$ cat src/rtl/vga_pkg.sv
// Shared constants and types for the VGA scan generator.
package vga_pkg;

  localparam int unsigned COORD_W = 10;
  localparam int unsigned PIX_W   = 8;

  // Default 640x480@60 timing: horizontal in pixel ticks, vertical in lines.
  localparam int unsigned DEF_H_VIS  = 640;
  localparam int unsigned DEF_H_FP   = 16;
  localparam int unsigned DEF_H_SYNC = 96;
  localparam int unsigned DEF_H_BP   = 48;
  localparam int unsigned DEF_V_VIS  = 480;
  localparam int unsigned DEF_V_FP   = 10;
  localparam int unsigned DEF_V_SYNC = 2;
  localparam int unsigned DEF_V_BP   = 33;

  localparam int unsigned H_TOTAL  = DEF_H_VIS + DEF_H_FP + DEF_H_SYNC + DEF_H_BP;  // 800
  localparam int unsigned V_TOTAL  = DEF_V_VIS + DEF_V_FP + DEF_V_SYNC + DEF_V_BP;  // 525
  localparam int unsigned HS_START = DEF_H_VIS + DEF_H_FP;                         // 656
  localparam int unsigned HS_END   = HS_START + DEF_H_SYNC - 1;                    // 751
  localparam int unsigned VS_START = DEF_V_VIS + DEF_V_FP;                         // 490
  localparam int unsigned VS_END   = VS_START + DEF_V_SYNC - 1;                    // 491

  // Raster control bundle carried alongside the fetch latency; syncs are active-low.
  typedef struct packed {
    logic vis;
    logic hs;
    logic vs;
  } scan_ctl_t;

  // Blanked, syncs inactive.
  localparam scan_ctl_t CTL_IDLE = '{vis: 1'b0, hs: 1'b1, vs: 1'b1};

  // Inclusive unsigned window test used for the sync pulses.
  function automatic logic in_window(input logic [COORD_W-1:0] pos,
                                     input logic [COORD_W-1:0] lo,
                                     input logic [COORD_W-1:0] hi);
    return (pos >= lo) && (pos <= hi);
  endfunction

endpackage

$ cat src/rtl/vga_delay_line.sv
// Enable-gated shift register with synchronous active-low clear to a fixed value.
module vga_delay_line #(
  parameter int unsigned       WIDTH   = 3,
  parameter int unsigned       DEPTH   = 3,
  parameter logic [WIDTH-1:0]  CLR_VAL = '0
) (
  input  logic             clk_i,
  input  logic             clr_n_i,
  input  logic             en_i,
  input  logic [WIDTH-1:0] d_i,
  output logic [WIDTH-1:0] q_o
);

  logic [WIDTH-1:0] stage_q [DEPTH];

  // Shift one stage per enable; clear forces every stage to the idle value.
  // NOTE: this storage is cleared on reset on purpose -- a stale stage would
  // otherwise be displayed as a visible pixel or a spurious sync after reset.
  always_ff @(posedge clk_i) begin
    if (!clr_n_i) begin
      for (int i = 0; i < int'(DEPTH); i++) stage_q[i] <= CLR_VAL;
    end else if (en_i) begin
      stage_q[0] <= d_i;
      for (int i = 1; i < int'(DEPTH); i++) stage_q[i] <= stage_q[i-1];
    end
  end

  assign q_o = stage_q[DEPTH-1];

endmodule

$ cat src/rtl/vga_scan_gen.sv
// VGA raster initiator: issues fetch coordinates ahead of the beam and drives
// sync/blank/colour aligned with the pixel returned FETCH_LAT ticks later.
module vga_scan_gen
  import vga_pkg::*;
#(
  parameter int unsigned CLK_DIV   = 2,
  parameter int unsigned FETCH_LAT = 3,
  parameter int unsigned H_VIS     = DEF_H_VIS,
  parameter int unsigned H_FP      = DEF_H_FP,
  parameter int unsigned H_SYNC    = DEF_H_SYNC,
  parameter int unsigned H_BP      = DEF_H_BP,
  parameter int unsigned V_VIS     = DEF_V_VIS,
  parameter int unsigned V_FP      = DEF_V_FP,
  parameter int unsigned V_SYNC    = DEF_V_SYNC,
  parameter int unsigned V_BP      = DEF_V_BP
) (
  input  logic               clk_in,
  input  logic               reset,
  output logic [COORD_W-1:0] next_x,
  output logic [COORD_W-1:0] next_y,
  output logic               coord_valid,
  output logic               pix_tick,
  input  logic [PIX_W-1:0]   pixel_in,
  input  logic               pixel_valid,
  output logic               hsync,
  output logic               vsync,
  output logic               blank_n,
  output logic [PIX_W-1:0]   vga_r,
  output logic [PIX_W-1:0]   vga_g,
  output logic [PIX_W-1:0]   vga_b,
  output logic               frame_start
);

  localparam int unsigned              DIV_W    = 3;
  localparam logic [DIV_W-1:0]         DIV_LAST = DIV_W'(CLK_DIV - 1);
  localparam logic [COORD_W-1:0]       H_VIS_C  = COORD_W'(H_VIS);
  localparam logic [COORD_W-1:0]       V_VIS_C  = COORD_W'(V_VIS);
  localparam logic [COORD_W-1:0]       H_LAST   = COORD_W'(H_VIS + H_FP + H_SYNC + H_BP - 1);
  localparam logic [COORD_W-1:0]       V_LAST   = COORD_W'(V_VIS + V_FP + V_SYNC + V_BP - 1);
  localparam logic [COORD_W-1:0]       HS_BEG   = COORD_W'(H_VIS + H_FP);
  localparam logic [COORD_W-1:0]       HS_LAST  = COORD_W'(H_VIS + H_FP + H_SYNC - 1);
  localparam logic [COORD_W-1:0]       VS_BEG   = COORD_W'(V_VIS + V_FP);
  localparam logic [COORD_W-1:0]       VS_LAST  = COORD_W'(V_VIS + V_FP + V_SYNC - 1);

  logic [DIV_W-1:0]   div_q, div_d;
  logic               tick_q, tick_d;
  logic [COORD_W-1:0] h_q, h_d, v_q, v_d;
  logic               cv_q, cv_d, fs_q, fs_d;
  logic [COORD_W-1:0] nx_q, nx_d, ny_q, ny_d;
  logic               hs_q, hs_d, vs_q, vs_d, bl_q, bl_d;
  logic [PIX_W-1:0]   pix_q, pix_d;
  scan_ctl_t          ctl_now, ctl_dly;

  // Pixel-tick divider and raster position; the tick is registered so it is low in reset.
  // NOTE: every signal assigned here gets a default first, so no path can infer a latch.
  always_comb begin
    div_d  = div_q + 1'b1;
    tick_d = 1'b0;
    if (div_q == DIV_LAST) begin
      div_d  = '0;
      tick_d = 1'b1;
    end
    h_d = h_q;
    v_d = v_q;
    if (tick_q) begin
      if (h_q == H_LAST) begin
        h_d = '0;
        v_d = (v_q == V_LAST) ? '0 : v_q + 1'b1;
      end else begin
        h_d = h_q + 1'b1;
      end
    end
  end

  // Decode the current position into the fetch request and the raster control bundle.
  always_comb begin
    ctl_now.vis = (h_q < H_VIS_C) && (v_q < V_VIS_C);
    ctl_now.hs  = !in_window(h_q, HS_BEG, HS_LAST);
    ctl_now.vs  = !in_window(v_q, VS_BEG, VS_LAST);
    cv_d = cv_q;
    nx_d = nx_q;
    ny_d = ny_q;
    fs_d = tick_q && (h_q == '0) && (v_q == '0);
    if (tick_q) begin
      cv_d = ctl_now.vis;
      nx_d = ctl_now.vis ? h_q : '0;
      ny_d = ctl_now.vis ? v_q : '0;
    end
  end

  // Display outputs take the delayed bundle and the returned pixel on the same tick.
  always_comb begin
    hs_d  = hs_q;
    vs_d  = vs_q;
    bl_d  = bl_q;
    pix_d = pix_q;
    if (tick_q) begin
      hs_d  = ctl_dly.hs;
      vs_d  = ctl_dly.vs;
      bl_d  = ctl_dly.vis;
      pix_d = (ctl_dly.vis && pixel_valid) ? pixel_in : '0;
    end
  end

  // State registers with synchronous active-low reset; reset aborts the frame at once.
  // NOTE: state is updated with non-blocking assignments so every register samples
  // pre-edge values regardless of statement order.
  always_ff @(posedge clk_in) begin
    if (!reset) begin
      div_q  <= '0;
      tick_q <= 1'b0;
      h_q    <= '0;
      v_q    <= '0;
      cv_q   <= 1'b0;
      nx_q   <= '0;
      ny_q   <= '0;
      fs_q   <= 1'b0;
      hs_q   <= 1'b1;
      vs_q   <= 1'b1;
      bl_q   <= 1'b0;
      pix_q  <= '0;
    end else begin
      div_q  <= div_d;
      tick_q <= tick_d;
      h_q    <= h_d;
      v_q    <= v_d;
      cv_q   <= cv_d;
      nx_q   <= nx_d;
      ny_q   <= ny_d;
      fs_q   <= fs_d;
      hs_q   <= hs_d;
      vs_q   <= vs_d;
      bl_q   <= bl_d;
      pix_q  <= pix_d;
    end
  end

  vga_delay_line #(
    .WIDTH   ($bits(scan_ctl_t)),
    .DEPTH   (FETCH_LAT),
    .CLR_VAL (CTL_IDLE)
  ) u_ctl_dly (
    .clk_i   (clk_in),
    .clr_n_i (reset),
    .en_i    (tick_q),
    .d_i     (ctl_now),
    .q_o     (ctl_dly)
  );

  assign pix_tick    = tick_q;
  assign coord_valid = cv_q;
  assign next_x      = nx_q;
  assign next_y      = ny_q;
  assign frame_start = fs_q;
  assign hsync       = hs_q;
  assign vsync       = vs_q;
  assign blank_n     = bl_q;
  assign vga_r       = pix_q;
  assign vga_g       = pix_q;
  assign vga_b       = pix_q;

endmodule

$ cat config.mk
export PLATFORM = sky130hd
export DESIGN_NAME = vga_scan_gen
export DESIGN_NICKNAME = d
export VERILOG_FILES = /design/src/rtl/vga_pkg.sv /design/src/rtl/vga_delay_line.sv /design/src/rtl/vga_scan_gen.sv
export SDC_FILE = /design/constraint.sdc
export NUM_CORES = 1
export LEC_CHECK = 0
export ABC_AREA = 1
export ABC_CLOCK_PERIOD_IN_PS = 2000
export CAP_MARGIN = 0
export CORE_MARGIN = 1.5
export CORE_UTILIZATION = 35
export CTS_CLUSTER_SIZE = 8
export DETAILED_ROUTE_END_ITERATION = 8
export MAX_ROUTING_LAYER = met4
export PLACE_DENSITY = 0.68
export SYNTH_ARGS = -nofsm -noshare
export SYNTH_HDL_FRONTEND = slang
export SYNTH_SLANG_ARGS = --single-unit
$ cat constraint.sdc
create_clock -name clk_in -period 2 [get_ports clk_in]
set_input_delay 0.2 -clock clk_in [delete_from_list [all_inputs] [get_ports clk_in]]
set_output_delay 0.2 -clock clk_in [all_outputs]
set_load 0.02 [all_outputs]
# --- Word level (Yosys, flattened, before mapping) ---
# Memories as Yosys holds them, arrays and structs flattened.
# Index checks and enable logic that the tools add are counted.
op_classes:
  eq_ne: 3
  n_lt_le_gt_ge: 6
  reduce_logical: 12
  addsub: 3
  n_bitwise: 4
  mux: 13
op_table:
  columns: ["op", "count"]
  rows:
  - ["2-to-1 mux 10 bit", 4]
  - ["adder 10 x 1 -> 10 bit (second input constant)", 2]
  - ["== test 10 bit (second input constant)", 2]
  - ["logical NOT 10 bit", 2]
  - ["greater-or-equal comparator 10 bit (second input constant)", 1]
  - ["greater-or-equal comparator 10 x 9 -> 1 bit (second input constant)", 1]
  - ["less-or-equal comparator 10 bit (second input constant)", 1]
  - ["less-or-equal comparator 10 x 9 -> 1 bit (second input constant)", 1]
  - ["< comparator 10 bit (second input constant)", 1]
  - ["< comparator 10 x 9 -> 1 bit (second input constant)", 1]
  - ["2-to-1 mux 3 bit", 3]
  - ["2-to-1 mux 8 bit", 1]
  - ["logical AND 1 bit", 6]
  - ["2-to-1 mux 1 bit", 5]
  - ["adder 3 x 1 -> 3 bit (second input constant)", 1]
  - ["== test 3 x 1 -> 1 bit (second input constant)", 1]
  - ["bitwise OR 1 bit", 3]
  - ["logical NOT 1 bit", 2]
  - ["AND reduction 2 bit", 1]
  - ["OR reduction 2 bit", 1]
  - ["inverter 1 bit", 1]
word_totals:
  word_cells: 54
  n_memories: 1
  register_bits: 57
  ramBits: 9
memory_table:
  columns: ["memory", "words", "word_bits", "rd", "rd_clocked_by_memory_dff", "wr", "line_no", "source"]
  rows:
  - ["u_ctl_dly.stage_q", 3, 3, 3, 0, 3, "vga_delay_line.sv:14", "logic [WIDTH-1:0] stage_q [DEPTH];"]

# --- Longest topological paths before layout ---
# Gate-level depths: netlist of run 1.
logic_depth:
  depth_word: 4
  mapped_depth: 9
  mapped_depth_nobuf: 9

# --- Hierarchy ---
# A second synthesis of run 1 with hierarchy kept.
unflattened:
  cells_unflattened: 400
  hier_area_um2: 3052.9
by_module_without_submodules:
  columns: ["mod", "seq_area_each_um2", "instances", "area_each_um2", "cells_each"]
  rows:
  - ["vga_scan_gen", 1141.1, 1, 2640.0, 365]
  - ["vga_delay_line", 270.3, 1, 412.9, 35]

# --- Least setup slack after synthesis of run 1 ---
# No wires, ideal clock.
synth_timing:
  path_kind: "flip-flop to flip-flop"
  startpoint: "register tick_q (netlist: pix_tick)"
  endpoint: "memory u_ctl_dly.stage_q[0][1], data pin"
  stages_incl_launch_ff: 5
  path_buffers: 1
  t_arrival_ns: 1.183
  slack_ns: 0.554
  required_time_ns: 1.737
  path_cell_list: "dfxtp_1 nand2_1 clkbuf_1 nor4_1 nand2_1"
synth_lines:
  columns: ["element", "line_no", "source"]
  rows:
  - ["start: declaration", "vga_scan_gen.sv:46", "logic tick_q, tick_d;"]
  - ["start signal: assignment", "vga_scan_gen.sv:124", "tick_q <= tick_d;"]
  - ["end: declaration", "vga_delay_line.sv:14", null]

# --- Worst setup path in the final report of run 1 ---
layout_timing:
  startpoint: "register h_q[0]"
  endpoint: "register v_q[9]"
layout_between:
  elab_chain_cells: 2
layout_rtl:
  columns: ["element", "line_no", "source"]
  rows:
  - ["start: declaration", "vga_scan_gen.sv:47", "logic [COORD_W-1:0] h_q, h_d, v_q, v_d;"]
  - ["start signal: assignment", "vga_scan_gen.sv:112", "h_q <= '0;"]
  - ["start signal: assignment", "vga_scan_gen.sv:125", "h_q <= h_d;"]
  - ["== test 10 bit", "vga_scan_gen.sv:66", "if (h_q == H_LAST) begin"]
  - ["AND reduction 2 bit (no line)", null, null]
  - ["end signal: assignment", "vga_scan_gen.sv:126", "v_q <= v_d;"]
  - ["end: declaration", "vga_scan_gen.sv:47", null]
# No other way between the ends.
# A chain may end at the register's enable or synchronous reset.

==> metrics.yaml, run 1 <==
via_per_inst: 4.65
grt.overflow.total: 0
crit_buf_inv: 0
htreeDepth: 3
setup_viol: 0
drt_iter0_markers: 149
post_drt_wl_per_cell_um: 11.8
min_path_cells: 3
worstPathArrival_ps: 1900
rrSetupSlack_ps: 340
cp-startpoint: "h_q[0]$_SDFFE_PN0P_"
dp_hpwl_mm: 4.63
clock_path_buffers: 2
route.antenna.remaining_nets: 0
crit_family: "simple AND/OR/NAND/NOR gates"
setup_ws_ps: 342
clock_sinks: 66
hold_viol_final: 0
cp-start-kind: "flop"
pin_count: 61
post_cts_resized: 0
p_clk_frac: 0.486
rows: 32
io_buffers: 60
drv_slew: 0
timing.final.crit_period_ps: 1660
core-area_mm2: 0.00785
cellLeakagePower_uw: 0.00157
fmax_ghz: 0.603
wirelength_mm: 6.32
r2r_end: "v_q[9]$_SDFFE_PN0P_"
crit_fanout: 9
netSwitchingFraction: 0.213
antenna_found_initial: 0
drc_errors: 0
ctsHoldBuffers: 0
crit_required_ps: 2240
gp_congestion: 0.905
fin_util: 0.477
yosysSeqAreaShare: 0.492
start_util: 0.366
postSynthAreaPerCell_um2: 7.61
max_slew.worst_pin.slew_ps: 446
cts_tree: "built"
ys_types: 30
worst_setup_path_end_kind: "flop"
r2r_start: "h_q[0]$_SDFFE_PN0P_"
final_area_mm2: 0.00374
clock_skew_ps: 7.92
endpoint: "v_q[9]$_SDFFE_PN0P_"
powerDensity_mw_per_mm2: 813
ir_drop_mv: 0.420
num_vias: 2490
critical-path-max-stage-delay_ps: 390
syn_to_final_growth_pct: 30.4
netlist_area_mm2: 0.00287
slew_headroom: 0.702
die_h_um: 93.5
holdCritPathClass: "in -> reg"
yosys_warnings: 0
die_w_um: 93.5
final.setup.tns_ps: 0
power_switching_uw: 646
dp_slack_ps: 100
synth_seq_cells: 66
grt_pass1_vias: 2426
synth_fp_nets: 394
cap_violations: 0
criticalPathCategory: "reg -> reg"
grt_pass1_wl_mm: 10.8
crit_chain: "ha_1, nand3_2, nor2_2, nand3_1, nand2_2, nand2_4, nand2_1, nor2_1"
diodes: 0
rsz0062_at_grt: "false"
cts_setup_buffers: 0
cp_num_cells: 8
numCtsBuffers: 9
power_frac_comb: 0.058
period_share: 0.829
p_int_uw: 2400
worstRegToRegCells: 8
drive_gt1_frac: 0.0783
path_clk_slew_ps: 70
pwr-share-seq: 0.456
root_buffer: "clkbuf_8"
track_usage: 0.164
fin_nets: 446
grt_max_degree: 30
synth_cells: 377
clock_latency_ps: 350
crit_slowest_cell: "dfxtp_1"
status: "complete, no violations"
fp.dieArea_mm2: 0.00875
place_area_mm2: 0.00348
first_pass_iters: 4
[worst min path at each step]
stage / start / endpoint / slack, ps
after detailed placement: next_y[9]$_SDFFE_PN0P_ / next_y[9]$_SDFFE_PN0P_ / 440
after global routing: pixel_in[4] / vga_b[4]$_SDFFE_PN0P_ / 410
after global placement: next_y[9]$_SDFFE_PN0P_ / next_y[9]$_SDFFE_PN0P_ / 430
after floorplan: pixel_in[0] / vga_b[0]$_SDFFE_PN0P_ / 350
after CTS: pixel_in[7] / vga_b[7]$_SDFFE_PN0P_ / 390
final: pixel_in[4] / vga_b[4]$_SDFFE_PN0P_ / 410
[per-stage QoR]
| step | hold WS, ps | std cells | power [µW] |
|---|---|---|---|
| 2_1_floorplan | 349 | 377 | 1520 |
| 4_1_cts | 386 | 536 | 3080 |
| 6_report | 407 | 536 | 3040 |
| 5_1_grt | 410 | 536 | 3160 |
| 3_3_place_gp | 430 | 520 | 1590 |
| 3_5_place_dp | 435 | 520 | 1600 |
[cells in the final DEF (no fill, tap or decap), types with 2 or more instances in the layout]
cell type,n
ha_1,6
inv_1,43
nor3_1,6
clkdlybuf4s50_1,60
clkbuf_8,9
inv_2,2
or2_2,4
bufinv_16,4
nor4_1,2
nor2_2,3
nand4_1,7
dfxtp_1,57
a21oi_1,3
o22a_1,2
nor2_1,41
nand2_1,116
buf_4,5
edfxtp_1,9
nand3_1,24
o21ai_0,18
[state kept, by name, summed over array words and instances (netlist names)]
name	cells
coord_valid	1
blank_n	1
hsync	1
v_q	10
next_y	10
div_q	3
vsync	1
h_q	10
next_x	10
pix_tick	1
vga_b	8
u_ctl_dly.stage_q	9
frame_start	1
[area by class of cell]
class                      instances  area [µm²]
sequential                        66        1410
fill                             786        4110
inverter                          45         169
clock inverter                     7         140
tap                              102         128
clock buffer                       9         124
timing repair buffer              65         638
multi-input combinational        242        1130
[logic make-up after synthesis]
family	Yosys count	synth area share
buffers and inverters	69	0.114
DFF	66	0.492
xor gates and xnor gates	2	0.00611
and+or+nand+nor	209	0.313
adders and majority gates	6	0.0262
AOI/OAI and AO/OA	25	0.0484
[synthesized netlist by cell type]
cell / number / area [µm²]
nor2_1: 42 / 158
nand3b_1: 1 / 7.51
nand4_1: 7 / 43.8
nor2_2: 2 / 12.5
nor3_4: 1 / 16.3
nor3_1: 6 / 30.0
nor3_2: 1 / 10.0
a22o_1: 1 / 8.76
ha_1: 6 / 75.1
o22a_1: 2 / 17.5
buf_2: 6 / 30.0
o21ai_0: 18 / 90.1
inv_2: 2 / 7.51
nand2_1: 116 / 435
inv_1: 43 / 161
nor4_1: 2 / 12.5
buf_4: 16 / 120
or2_2: 4 / 25.0
dfxtp_1: 57 / 1140
xnor2_1: 1 / 8.76
clkbuf_2: 1 / 5.00
clkbuf_1: 1 / 3.75
a21oi_1: 3 / 15.0
xor2_1: 1 / 8.76
edfxtp_1: 9 / 270
nand2_4: 1 / 11.3
nand3_1: 24 / 120
o21bai_1: 1 / 7.51
nand2_2: 1 / 6.26
nand3_2: 1 / 10.0
[worst register-to-register path, delay by kind of cell, from the launching register on]
family                     cells  cell delay, ps
DFF                            1             390
and+or+nand+nor                7             950
adders and majority gates      1             210
[power groups by stage]
stage | logic [µW] | clock network (µW) | registers, µW
global placement | 174 | 0 | 1420
global route | 197 | 1580 | 1390
CTS | 179 | 1520 | 1390
finish | 176 | 1480 | 1390
detailed placement | 177 | 0 | 1420
floorplan | 95.8 | 0 | 1430
[routing by layer]
layer	track usage	up-vias	share of wire
met1	0.194	1126	0.46
met3	0.0439	13	0.057
met4	0.0808	0	0.019
met5	-	-	0
li1	-	1279	-
met2	0.260	72	0.47
No activity file was read; power rests on OpenSTA's default activity.
==> run 2, diff against run 1 <==
Settings changed: ABC_CLOCK_PERIOD_IN_PS 2000 to 1650.
Clock period 2 ns to 1.65 ns, I/O delays scaled along.
==> run 2 against run 1 <==
Against the previous run:
- count of clock-buffer cells in the layout did not move
- clock power fell by 9%
- critical path type is now reg -> out
- global-route usage fell by 0.38 points
- cell area rose by 0.23%
- via count rose by 0.76%
==> metrics.yaml, run 2 (same netlist as run 1, synthesis figures left out) <==
io_buffers: 60  # unchanged
die_w_um: 93.5  # unchanged
rrSetupSlack_ps: 140  # -200 ps
slew_headroom: 0.703  # +0.00120
clock_path_buffers: 2  # unchanged
worst_setup_path_end_kind: "output pin"
timing.final.crit_period_ps: 1520
path_clk_slew_ps: 70  # about the same
status: "complete, no violations"
track_usage: 0.161  # -0.00379
grt_max_degree: 30  # unchanged
crit_slowest_cell: "clkdlybuf4s50_1"
fmax_ghz: 0.659
critical-path-max-stage-delay_ps: 620  # +230 ps
crit_required_ps: 1480  # -760 ps
cp-start-kind: "flop"
pin_count: 61  # unchanged
setup_viol: 0  # unchanged
powerDensity_mw_per_mm2: 865  # +6.4%
period_share: 0.920
mostFrequentLayoutCells: "nand2_1 (116), clkdlybuf4s50_1 (59), dfxtp_1 (57)"
gp_congestion: 0.896  # -1.0%
holdCritPathClass: "in -> reg"
post_cts_resized: 0  # unchanged
crit_fanout: 4  # -5
post_drt_wl_per_cell_um: 11.4  # -3.0%
drive_gt1_frac: 0.0973  # +0.0189
root_buffer: "clkbuf_8"
crit_chain: "clkdlybuf4s50_1"
crit_buf_inv: 1  # +1
layout_commonest_cell: "nand2_1"
cap_violations: 0  # unchanged
drv_slew: 0  # unchanged
fp.dieArea_mm2: 0.00875  # unchanged
grt_pass1_vias: 2303  # -5.1%
grt_pass1_wl_mm: 10.6  # -2.4%
cts_setup_buffers: 0  # unchanged
fin_nets: 454  # +1.8%
start_util: 0.366  # unchanged
first_pass_iters: 5  # +1
crit_family: "buffers and inverters"
dp_hpwl_mm: 4.65  # +0.56%
htreeDepth: 3  # unchanged
wirelength_mm: 6.23  # -1.5%
route.antenna.remaining_nets: 0  # unchanged
rows: 32  # unchanged
num_vias: 2509  # +0.76%
syn_to_final_growth_pct: 30.7
drt_iter0_markers: 152  # +2.0%
diodes: 0  # unchanged
cellLeakagePower_uw: 0.00158  # +0.89%
clock_sinks: 66  # unchanged
ctsHoldBuffers: 0  # unchanged
final.setup.tns_ps: 0  # unchanged
core-area_mm2: 0.00785  # unchanged
p_total_uw: 3240  # +6.6%
criticalPathCategory: "reg -> out"
cts_tree: "built"
hold_viol_final: 0  # unchanged
via_per_inst: 4.61  # -0.72%
clock_latency_ps: 350  # about the same
ir_drop_mv: 0.474  # +13%
clock_skew_ps: 8.77  # +0.848 ps
worstPathArrival_ps: 1350  # -550 ps
grt.overflow.total: 0  # unchanged
drc_errors: 0  # unchanged
antenna_found_initial: 0  # unchanged
numCtsBuffers: 9  # unchanged
max_slew.worst_pin.slew_ps: 445  # -1.79 ps
die_h_um: 93.5  # unchanged
==> run 2: cell count changes in the layout (fill, tap and decap cells not counted), sizes merged <==
cell           delta
dlymetal6s2s      +1
bufinv            -3
clkinv            +1
clkdlybuf4s50     -1
buf               +8
clkinvlp          +2
==> run 2: worst paths after layout <==
kind	end	start	cells after the start
worst max-delay path	vga_r[4]	vga_b[4]$_SDFFE_PN0P_	1
worst min-delay path	vga_b[0]$_SDFFE_PN0P_	pixel_in[0]	3
worst max register to register	v_q[3]$_SDFFE_PN0P_	h_q[0]$_SDFFE_PN0P_	8
worst min register to register	next_y[9]$_SDFFE_PN0P_	next_y[9]$_SDFFE_PN0P_	2
==> run 2: final cells by class <==
| cell class | count | area (µm²) |
|---|---|---|
| repair buffers | 73 | 701 |
| multi-input cells | 242 | 1150 |
| fillers | 792 | 4100 |
| inverters | 45 | 169 |
| flip-flops and latches | 66 | 1410 |
| clock inverters | 7 | 68.8 |
| clock buffers | 9 | 124 |
| well taps | 102 | 128 |
==> run 2: power by group <==
part	switching, µW	total, µW	internal, µW
logic	126	219	92.9
clock network	651	1340	692
registers	22.9	1680	1660
==> run 2: routing by layer <==
layer  wire length, µm  track usage
met1              2890        0.201
met2              2830        0.240
met3               385       0.0463
met4               116       0.0721
met5                 0            -
==> run 2: stage by stage <==
stage	instance area [µm²]	worst slack [ps]	hold slack, ps	instances	util
CTS	3730	24.8	361	544	0.475
floorplan	2870	204	314	377	-
global placement	3540	106	429	528	0.451
finish	3750	133	375	544	0.478
global route	3750	-6.51	374	544	0.478
detailed placement	3540	38.7	436	528	0.451
==> run 2: tightest hold or removal path: stages <==
cell	delay [ps]
clkdlybuf4s50_1	390
inv_1	40
o21ai_0	60
